`src/rtl/kmeans_pkg.sv`:
```
// Shared constants and types for the k-means centroid update path.
package kmeans_pkg;

    localparam int NUM_CENTROIDS = 7;
    localparam int FRAME_W       = 320;
    localparam int FRAME_H       = 180;
    localparam int SUM_W         = 24;

    typedef enum logic [1:0] {
        IDLE  = 2'd0,
        ISSUE = 2'd1,
        WAIT  = 2'd2,
        DONE  = 2'd3
    } sched_state_t;

    typedef logic [8:0] centroid_x_t;
    typedef logic [7:0] centroid_y_t;

endpackage

```
`src/rtl/centroid_job_sel.sv`:
```
// Maps a job index onto the division it represents: even jobs divide the
// x moment, odd jobs the y moment, both by the mass of centroid j>>1.
module centroid_job_sel
    import kmeans_pkg::*;
#(
    parameter int SUM_W = 24
) (
    input  logic [3:0]                          job_in,
    input  logic [NUM_CENTROIDS-1:0][SUM_W-1:0] x_sum_in,
    input  logic [NUM_CENTROIDS-1:0][SUM_W-1:0] y_sum_in,
    input  logic [NUM_CENTROIDS-1:0][SUM_W-1:0] mass_in,
    output logic [SUM_W-1:0]                    dividend_out,
    output logic [SUM_W-1:0]                    divisor_out,
    output logic                                zero_mass_out,
    output logic [2:0]                          idx_out
);

    logic [2:0] k;

    // Operand mux for the current job; index never exceeds 6 for legal jobs.
    always_comb begin
        k             = job_in[3:1];
        idx_out       = k;
        dividend_out  = job_in[0] ? y_sum_in[k] : x_sum_in[k];
        divisor_out   = mass_in[k];
        zero_mass_out = (mass_in[k] == '0);
    end

endmodule

```
`src/rtl/centroid_div_sched.sv`:
```
// Schedules the per-centroid x/y divisions onto one shared external divider,
// writing clamped quotients into the centroid registers.
// Optional feature: define DIV_TIMEOUT_EN to bound each WAIT to TIMEOUT
// cycles and expose a sticky timeout_out flag.
module centroid_div_sched
    import kmeans_pkg::*;
#(
    parameter int SUM_W   = 24,
    parameter int TIMEOUT = 64
) (
    input  logic                                clk_in,
    input  logic                                rst_n_in,
    input  logic                                start_in,
    input  logic [2:0]                          num_balls_in,
    input  logic [NUM_CENTROIDS-1:0][SUM_W-1:0] x_sum_in,
    input  logic [NUM_CENTROIDS-1:0][SUM_W-1:0] y_sum_in,
    input  logic [NUM_CENTROIDS-1:0][SUM_W-1:0] total_mass_in,
    input  logic                                load_in,
    input  centroid_x_t [NUM_CENTROIDS-1:0]     centroids_x_init_in,
    input  centroid_y_t [NUM_CENTROIDS-1:0]     centroids_y_init_in,
    output logic [SUM_W-1:0]                    div_dividend_out,
    output logic [SUM_W-1:0]                    div_divisor_out,
    output logic                                div_valid_out,
    input  logic                                div_busy_in,
    input  logic [SUM_W-1:0]                    div_quotient_in,
    input  logic                                div_valid_in,
    output centroid_x_t [NUM_CENTROIDS-1:0]     centroids_x_out,
    output centroid_y_t [NUM_CENTROIDS-1:0]     centroids_y_out,
    output logic                                busy_out,
`ifdef DIV_TIMEOUT_EN
    output logic                                done_out,
    output logic                                timeout_out
`else
    output logic                                done_out
`endif
);

    sched_state_t                        state_q, state_d;
    logic [3:0]                          j_q, j_d;
    logic [3:0]                          last_j_q, last_j_d;
    logic [NUM_CENTROIDS-1:0][SUM_W-1:0] x_snap_q, x_snap_d;
    logic [NUM_CENTROIDS-1:0][SUM_W-1:0] y_snap_q, y_snap_d;
    logic [NUM_CENTROIDS-1:0][SUM_W-1:0] m_snap_q, m_snap_d;
    centroid_x_t [NUM_CENTROIDS-1:0]     cx_q, cx_d;
    centroid_y_t [NUM_CENTROIDS-1:0]     cy_q, cy_d;

`ifdef DIV_TIMEOUT_EN
    localparam int TMO_W = $clog2(TIMEOUT + 1);
    logic [TMO_W-1:0] tmo_cnt_q, tmo_cnt_d;
    logic             timeout_q, timeout_d;
`endif

    logic [SUM_W-1:0] sel_dividend, sel_divisor;
    logic             sel_zero;
    logic [2:0]       sel_idx;
    logic             issue, advance;

    centroid_job_sel #(.SUM_W(SUM_W)) u_job_sel (
        .job_in        (j_q),
        .x_sum_in      (x_snap_q),
        .y_sum_in      (y_snap_q),
        .mass_in       (m_snap_q),
        .dividend_out  (sel_dividend),
        .divisor_out   (sel_divisor),
        .zero_mass_out (sel_zero),
        .idx_out       (sel_idx)
    );

    // Quotients saturate to the frame edge rather than wrapping.
    function automatic centroid_x_t sat_x(input logic [SUM_W-1:0] q);
        return (q > SUM_W'(FRAME_W - 1)) ? centroid_x_t'(FRAME_W - 1) : q[8:0];
    endfunction

    function automatic centroid_y_t sat_y(input logic [SUM_W-1:0] q);
        return (q > SUM_W'(FRAME_H - 1)) ? centroid_y_t'(FRAME_H - 1) : q[7:0];
    endfunction

    // Next-state, job sequencing and centroid writeback.
    always_comb begin
        state_d  = state_q;
        j_d      = j_q;
        last_j_d = last_j_q;
        x_snap_d = x_snap_q;
        y_snap_d = y_snap_q;
        m_snap_d = m_snap_q;
        cx_d     = cx_q;
        cy_d     = cy_q;
        issue    = 1'b0;
        advance  = 1'b0;
`ifdef DIV_TIMEOUT_EN
        tmo_cnt_d = tmo_cnt_q;
        timeout_d = timeout_q;
`endif
        case (state_q)
            IDLE: begin
                if (load_in) begin
                    cx_d = centroids_x_init_in;
                    cy_d = centroids_y_init_in;
                end
                if (start_in) begin
                    x_snap_d = x_sum_in;
                    y_snap_d = y_sum_in;
                    m_snap_d = total_mass_in;
                    j_d      = '0;
                    // Last job index is 2*n-1; irrelevant when n == 0.
                    last_j_d = {num_balls_in - 3'd1, 1'b1};
                    state_d  = (num_balls_in == 3'd0) ? DONE : ISSUE;
`ifdef DIV_TIMEOUT_EN
                    timeout_d = 1'b0;
`endif
                end
            end
            ISSUE: begin
                if (sel_zero) begin
                    advance = 1'b1;
                end else if (!div_busy_in) begin
                    issue   = 1'b1;
                    state_d = WAIT;
`ifdef DIV_TIMEOUT_EN
                    tmo_cnt_d = '0;
`endif
                end
            end
            WAIT: begin
                if (div_valid_in) begin
                    advance = 1'b1;
                    if (j_q[0]) cy_d[sel_idx] = sat_y(div_quotient_in);
                    else        cx_d[sel_idx] = sat_x(div_quotient_in);
`ifdef DIV_TIMEOUT_EN
                end else if (tmo_cnt_q == TMO_W'(TIMEOUT - 1)) begin
                    // Abandon the job; centroid keeps its previous value.
                    advance   = 1'b1;
                    timeout_d = 1'b1;
                end else begin
                    tmo_cnt_d = tmo_cnt_q + 1'b1;
`endif
                end
            end
            DONE: begin
                state_d = IDLE;
            end
            default: begin
                state_d = IDLE;
            end
        endcase
        if (advance) begin
            if (j_q == last_j_q) begin
                state_d = DONE;
            end else begin
                j_d     = j_q + 4'd1;
                state_d = ISSUE;
            end
        end
    end

    // State and datapath registers with synchronous active-low reset.
    always_ff @(posedge clk_in) begin
        if (!rst_n_in) begin
            state_q  <= IDLE;
            j_q      <= '0;
            last_j_q <= '0;
            x_snap_q <= '0;
            y_snap_q <= '0;
            m_snap_q <= '0;
            cx_q     <= '0;
            cy_q     <= '0;
`ifdef DIV_TIMEOUT_EN
            tmo_cnt_q <= '0;
            timeout_q <= 1'b0;
`endif
        end else begin
            state_q  <= state_d;
            j_q      <= j_d;
            last_j_q <= last_j_d;
            x_snap_q <= x_snap_d;
            y_snap_q <= y_snap_d;
            m_snap_q <= m_snap_d;
            cx_q     <= cx_d;
            cy_q     <= cy_d;
`ifdef DIV_TIMEOUT_EN
            tmo_cnt_q <= tmo_cnt_d;
            timeout_q <= timeout_d;
`endif
        end
    end

    // Outputs: operands follow the selected job, strobes decode from state.
    always_comb begin
        div_dividend_out = sel_dividend;
        div_divisor_out  = sel_divisor;
        div_valid_out    = issue;
        centroids_x_out  = cx_q;
        centroids_y_out  = cy_q;
        busy_out         = (state_q != IDLE);
        done_out         = (state_q == DONE);
`ifdef DIV_TIMEOUT_EN
        timeout_out      = timeout_q;
`endif
    end

endmodule

```
`config.mk`:
```
export PLATFORM = sky130hd
export DESIGN_NAME = centroid_div_sched
export DESIGN_NICKNAME = d
export VERILOG_FILES = /design/src/rtl/kmeans_pkg.sv /design/src/rtl/centroid_job_sel.sv /design/src/rtl/centroid_div_sched.sv
export SDC_FILE = /design/constraint.sdc
export NUM_CORES = 2
export LEC_CHECK = 0
export ABC_AREA = 1
export BUFFER_PORTS_ARGS = -buffer_cell sky130_fd_sc_hd__buf_2
export CORE_AREA = 3 3 317 319
export DETAILED_ROUTE_END_ITERATION = 10
export DIE_AREA = 0 0 320 322
export PLACE_DENSITY_LB_ADDON = 0.1
export SLEW_MARGIN = 20
export SYNTH_ARGS = -nofsm -noshare
export SYNTH_HDL_FRONTEND = slang
export SYNTH_SLANG_ARGS = --single-unit
```
`constraint.sdc`:
```
create_clock -name clk_in -period 2.3 [get_ports clk_in]
set_input_delay 0.345 -clock clk_in [delete_from_list [all_inputs] [get_ports clk_in]]
set_output_delay 0.345 -clock clk_in [all_outputs]
set_load 0.02 [all_outputs]
```
# Word-level counts from Yosys, hierarchy flattened
# Index checks and enable logic that the tools add are counted.
# totals
reg_bits	633
wordCells	106
# op_classes
add_sub_neg	2
order_cmp	4
eq_ne	11
mux	40
reduce_logical	11
# ops
op	n
$bmux W24 S3	3
$mux W63	3
$mux W56	3
$pmux W63 S2	1
$pmux W56 S2	1
$mux W24	4
$bwmux W63	1
$bwmux W56	1
$demux W9 S3	1
$demux W8 S3	1
$gt A24 B8 Y1 const B	1
$gt A24 B9 Y1 const B	1
$logic_not A24 Y1	1
$mux W9	2
$mux W4	4
$mux W8	2
$mux W2	6
$reduce_and A4 Y1	3
$ne A3 B3 Y1 const B	3
$ne A2 B2 Y1 const B	4
$pmux W2 S3	1
$mux W1	5
$add A4 B1 Y4 const B	1
$eq A2 B2 Y1 const B	2
12 further kinds	13

# Longest topological paths before layout
# depth
word_depth	8
depth_mapped	18
depth_no_buf	16

# Cells and area by module
# Synthesis repeated with hierarchy kept, for this count alone.
# hier_totals
hier_cells	4427
area_unflattened_um2	29251.8
# modules_own_cells
mod	instances	cells_per_inst	area_per_inst_um2	seq_area_each_um2
centroid_div_sched	1	3364	24353.4	12672.2
centroid_job_sel	1	1063	4898.4	0.0

# Worst setup path after synthesis
# No wires, ideal clock.
# synth_path
path_kind	reg-to-output
start	reg j_q[2]
end	out div_dividend_out[8]
t_arrival_ns	2.003
required_ns	1.955
slack_ns	-0.048
stages_incl_launch_ff	11
path_buffers	4
cell_sequence	dfxtp_1 -> buf_2 -> inv_2 -> nor2_2 -> buf_6 -> nand2_2 -> clkinv_1 -> buf_2 -> buf_2 -> a21oi_1 -> a41oi_1
# synth_via
elab_chain_cells	3
word_cells_on_any_way	5
cone_classes	mux (5)
# synth_lines
element	line_no	source
from (decl)	centroid_div_sched.sv:39	logic [3:0] j_q, j_d;
from (signal assigned)	centroid_div_sched.sv:173	j_q <= j_d;
$bmux W24 S3	centroid_job_sel.sv:24	dividend_out = job_in[0] ? y_sum_in[k] : x_sum_in[k];
$mux W24 (not written as such)	centroid_job_sel.sv:24	
$mux W24 *	centroid_job_sel.sv:24	
to (decl)	centroid_div_sched.sv:21	output logic [SUM_W-1:0] div_dividend_out,
# Every way passes the cells marked *; elsewhere a longest branch is shown, timed or not. The select of a mux whose other input is x is not followed.

# Final worst setup path
# layout_path
start	reg j_q[2]
end	out div_dividend_out[21]
# Same word-level chain as after synthesis.

==> results by group <==
STA
  – Final min period: 3010 ps
  – RSZ-0062 raised after global routing: true
  – Slew headroom: 53.3%
  – Max Clock Skew: 18.5 ps
  – Fmax: 0.333 GHz
  – Worst slew pin tran: 701 ps
  – Final setup margin: -706 ps
  – Setup TNS: -16520 ps
  – Setup violators final: 52
  – Tcrit/Tclk final: 131%
  – Slew Limit Fails: 0
  – Final Hold Viols: 0

Clock tree
  – Root buf cell: clkbuf_16
  – Clock Path Buffers: 3
  – CTS Buf Count: 76
  – Clock tree from TritonCTS: yes
  – Clock Latency Late Sink: 640 ps
  – H-tree depth: 3
  – Clk slew on worst S/H paths: 60 ps
  – Clk sinks: 633

Worst setup path
  – Reg2reg setup slack: -60 ps
  – Worst EP required: 1960 ps
  – R2r endpoint: j_q[0]
  – CP arrival: 2660 ps
  – Reg2Reg Depth: 15
  – Setup CP Type: reg -> out
  – Setup crit end kind: primary output
  – CP Launch Type: register
  – Critical Path Fanout Max: 6
  – Reg2Reg Launch Point: j_q[1]

Routing
  – Avg WL per Cell: 21.4 um
  – DR vias/cell: 4.80
  – Vias post-DR: 31656
  – Initial DRC count: 2223
  – DRC: 0
  – ANT nets after route: 0
  – Final WL: 141000 um
  – Drt pass-1 iters: 7

Worst hold path
  – Hold Path Sink: y_snap_q[99]
  – Worst hold path class: in -> reg
  – Hold path cells: 3
  – Hold_sp: y_sum_in[99]

Floorplanning
  – Ports: 826
  – Core Rows: 115
  – Initial Utilization: 27.5%
  – Core Box Area: 98100 um^2
  – Die ar.: 103000 um^2
  – Die Span Y: 322 um
  – Die X: 320 um

Logic synthesis
  – Ys Warns: 0
  – Post-synthesis sequential area ratio: 46.9%
  – Ys flop type: dfxtp_1
  – Post-synth top area share: 46.9%
  – Synth top area cells: dfxtp_1 47%, o21ai_0 13%, nor2_1 11%
  – Syn Nets: 4509
  – Number of synthesized register bits: 633
  – Avg Inst Size Synth: 7.02 um^2
  – Post-synth ARST share: 0%
  – EDFF count, synth: 0
  – Cell area after synthesis: 27000 um^2
  – Area leader, netlist: dfxtp_1
  – Synth cell types: 41
  – Post-Synthesis Cells: 3846

Placement
  – IO Port Bufs: 825
  – GP Congestion: 0.891
  – Placed cells: 5927
  – DP HPWL: 106000 um

Outcome
  – Failing checks: setup timing
  – Status: finished, violations left

Global route
  – Initial antenna violation count: 23
  – Largest net degree at the start of global routing: 137
  – First-pass GRT wire length: 202000 um
  – Grt total ovfl: 0
  – GRT Total Usage: 26.1%
  – Vias in the first global route: 31194

Final layout
  – Layout fillers: 10283
  – Total Nets Final: 5892
  – Area growth syn-to-layout: 59.6%
  – Layout cell share with drive strength beyond 1: 26.9%
  – Most frequent cells in the layout: 793 x nor2_1, 784 x buf_2, 645 x o21ai_0
  – Final Non-Filler Cells: 6589
  – Most common cell after layout, fill and taps aside: nor2_1

Power and ir drop
  – Pwr Density: 1080 nW/um^2
  – Maximum VDD drop: 615 uV
  – Pleak: 0.0193 uW

Flow run
  – Max_cap viols: 0
critical path, cell delays in order (launching register included):
cell and delay, ps:
dfxtp_4 370, inv_4 60, nor2_4 40, buf_12 130, nand2_8 90, clkinv_8 70, clkbuf_16 170, a22o_1 190
a221oi_2 270, o21ai_1 120, buf_4 180, o21ai_2 130, inv_2 70, buf_6 130
worst max-delay path by stage:
stage,startpoint,end
final,j_q[2],div_dividend_out[21]
after global routing,j_q[1],div_valid_out
after CTS,j_q[2],div_dividend_out[11]
after detailed placement,j_q[2],div_dividend_out[21]
after global placement,j_q[2],div_dividend_out[17]
after floorplan,j_q[1],div_dividend_out[11]
where the power goes:
part	switching [uW]	internal, uW
registers	1750	14300
logic	11600	6530
clock network	5010	7280
cell usage after synthesis, types with 4 or more instances:
library cell and n:
nor2_2 8, ha_1 7, a211oi_1 8, nand2_2 4, o21ai_0 677, nand4_1 18
inv_2 6, nand2_1 588, buf_2 42, inv_1 203, buf_1 13, a22oi_1 11
o21ai_2 6, buf_4 6, o211ai_1 5, a21oi_1 398, buf_6 4, xnor2_1 4
clkbuf_1 210, a22o_1 25, a221oi_1 39, nor2_1 804, nand3_1 96, dfxtp_1 633
layout make-up:
type                            count  area (um^2)  area share [%]
Multi-Input combinational cell   2728        13200            30.7
Sequential cell                   633        12700            29.4
Timing Repair Buffer             1580        12200            28.2
Clock buffer                      113         2310            5.35
Tap cell                         1287         1610            3.73
Inverter                          210          848            1.97
Clock inverter                     22          226           0.525
Antenna cell                       16         40.0          0.0929
metrics by stage:
step                hold slack (ps)  setup WS [ps]  power [uW]  util [%]  instance area, um^2
floorplan                       424           30.1       25500         -                27100
global placement                438           -318       32800      34.7                34100
detailed placement              442           -326       32800      34.7                34100
CTS                          0.0772           -711       46300      42.8                42000
global route                   5.57           -842       49400      43.9                43100
finish                         30.0           -706       46500      43.9                43100
flip-flops by register name (all words and copies together) (netlist names):
signal           cells
state_q              2
j_q                  4
y_snap_q           168
m_snap_q           168
centroids_y_out     56
last_j_q             4
centroids_x_out     63
x_snap_q           168
cells by family (layout without fill, tap and decap cells):
logic type / after synthesis / after routing / share of synthesized area [%]
adders and majority gates: 7 / 7 / 0.324
buffers and inverters: 485 / 1925 / 7.13
and+or+nand+nor: 1529 / 1529 / 22.1
DFF: 633 / 633 / 46.9
other: 0 / 16 / 0
AOI/OAI and AO/OA: 1186 / 1186 / 23.3
xor gates and xnor gates: 6 / 6 / 0.195
timing repair:
| action | CTS | global route |
|---|---|---|
| pin swaps | 11 | 53 |
| buffers inserted | 7 | 34 |
| setup endpoints to repair | 81 | 143 |
| hold buffers | 475 | 0 |
| cloned | 1 | 3 |
| gates resized for setup | 168 | 209 |
| endpoints found under the hold margin | 475 | 0 |
layer usage:
metal	up-vias	global-route usage (%)	wire [um]
li1	15495	-	-
met4	6	9.32	5350
met3	225	4.04	7840
met1	14946	33.1	59700
met2	984	44.7	68000
met5	-	0	36
(Power assumes the default switching activity.)
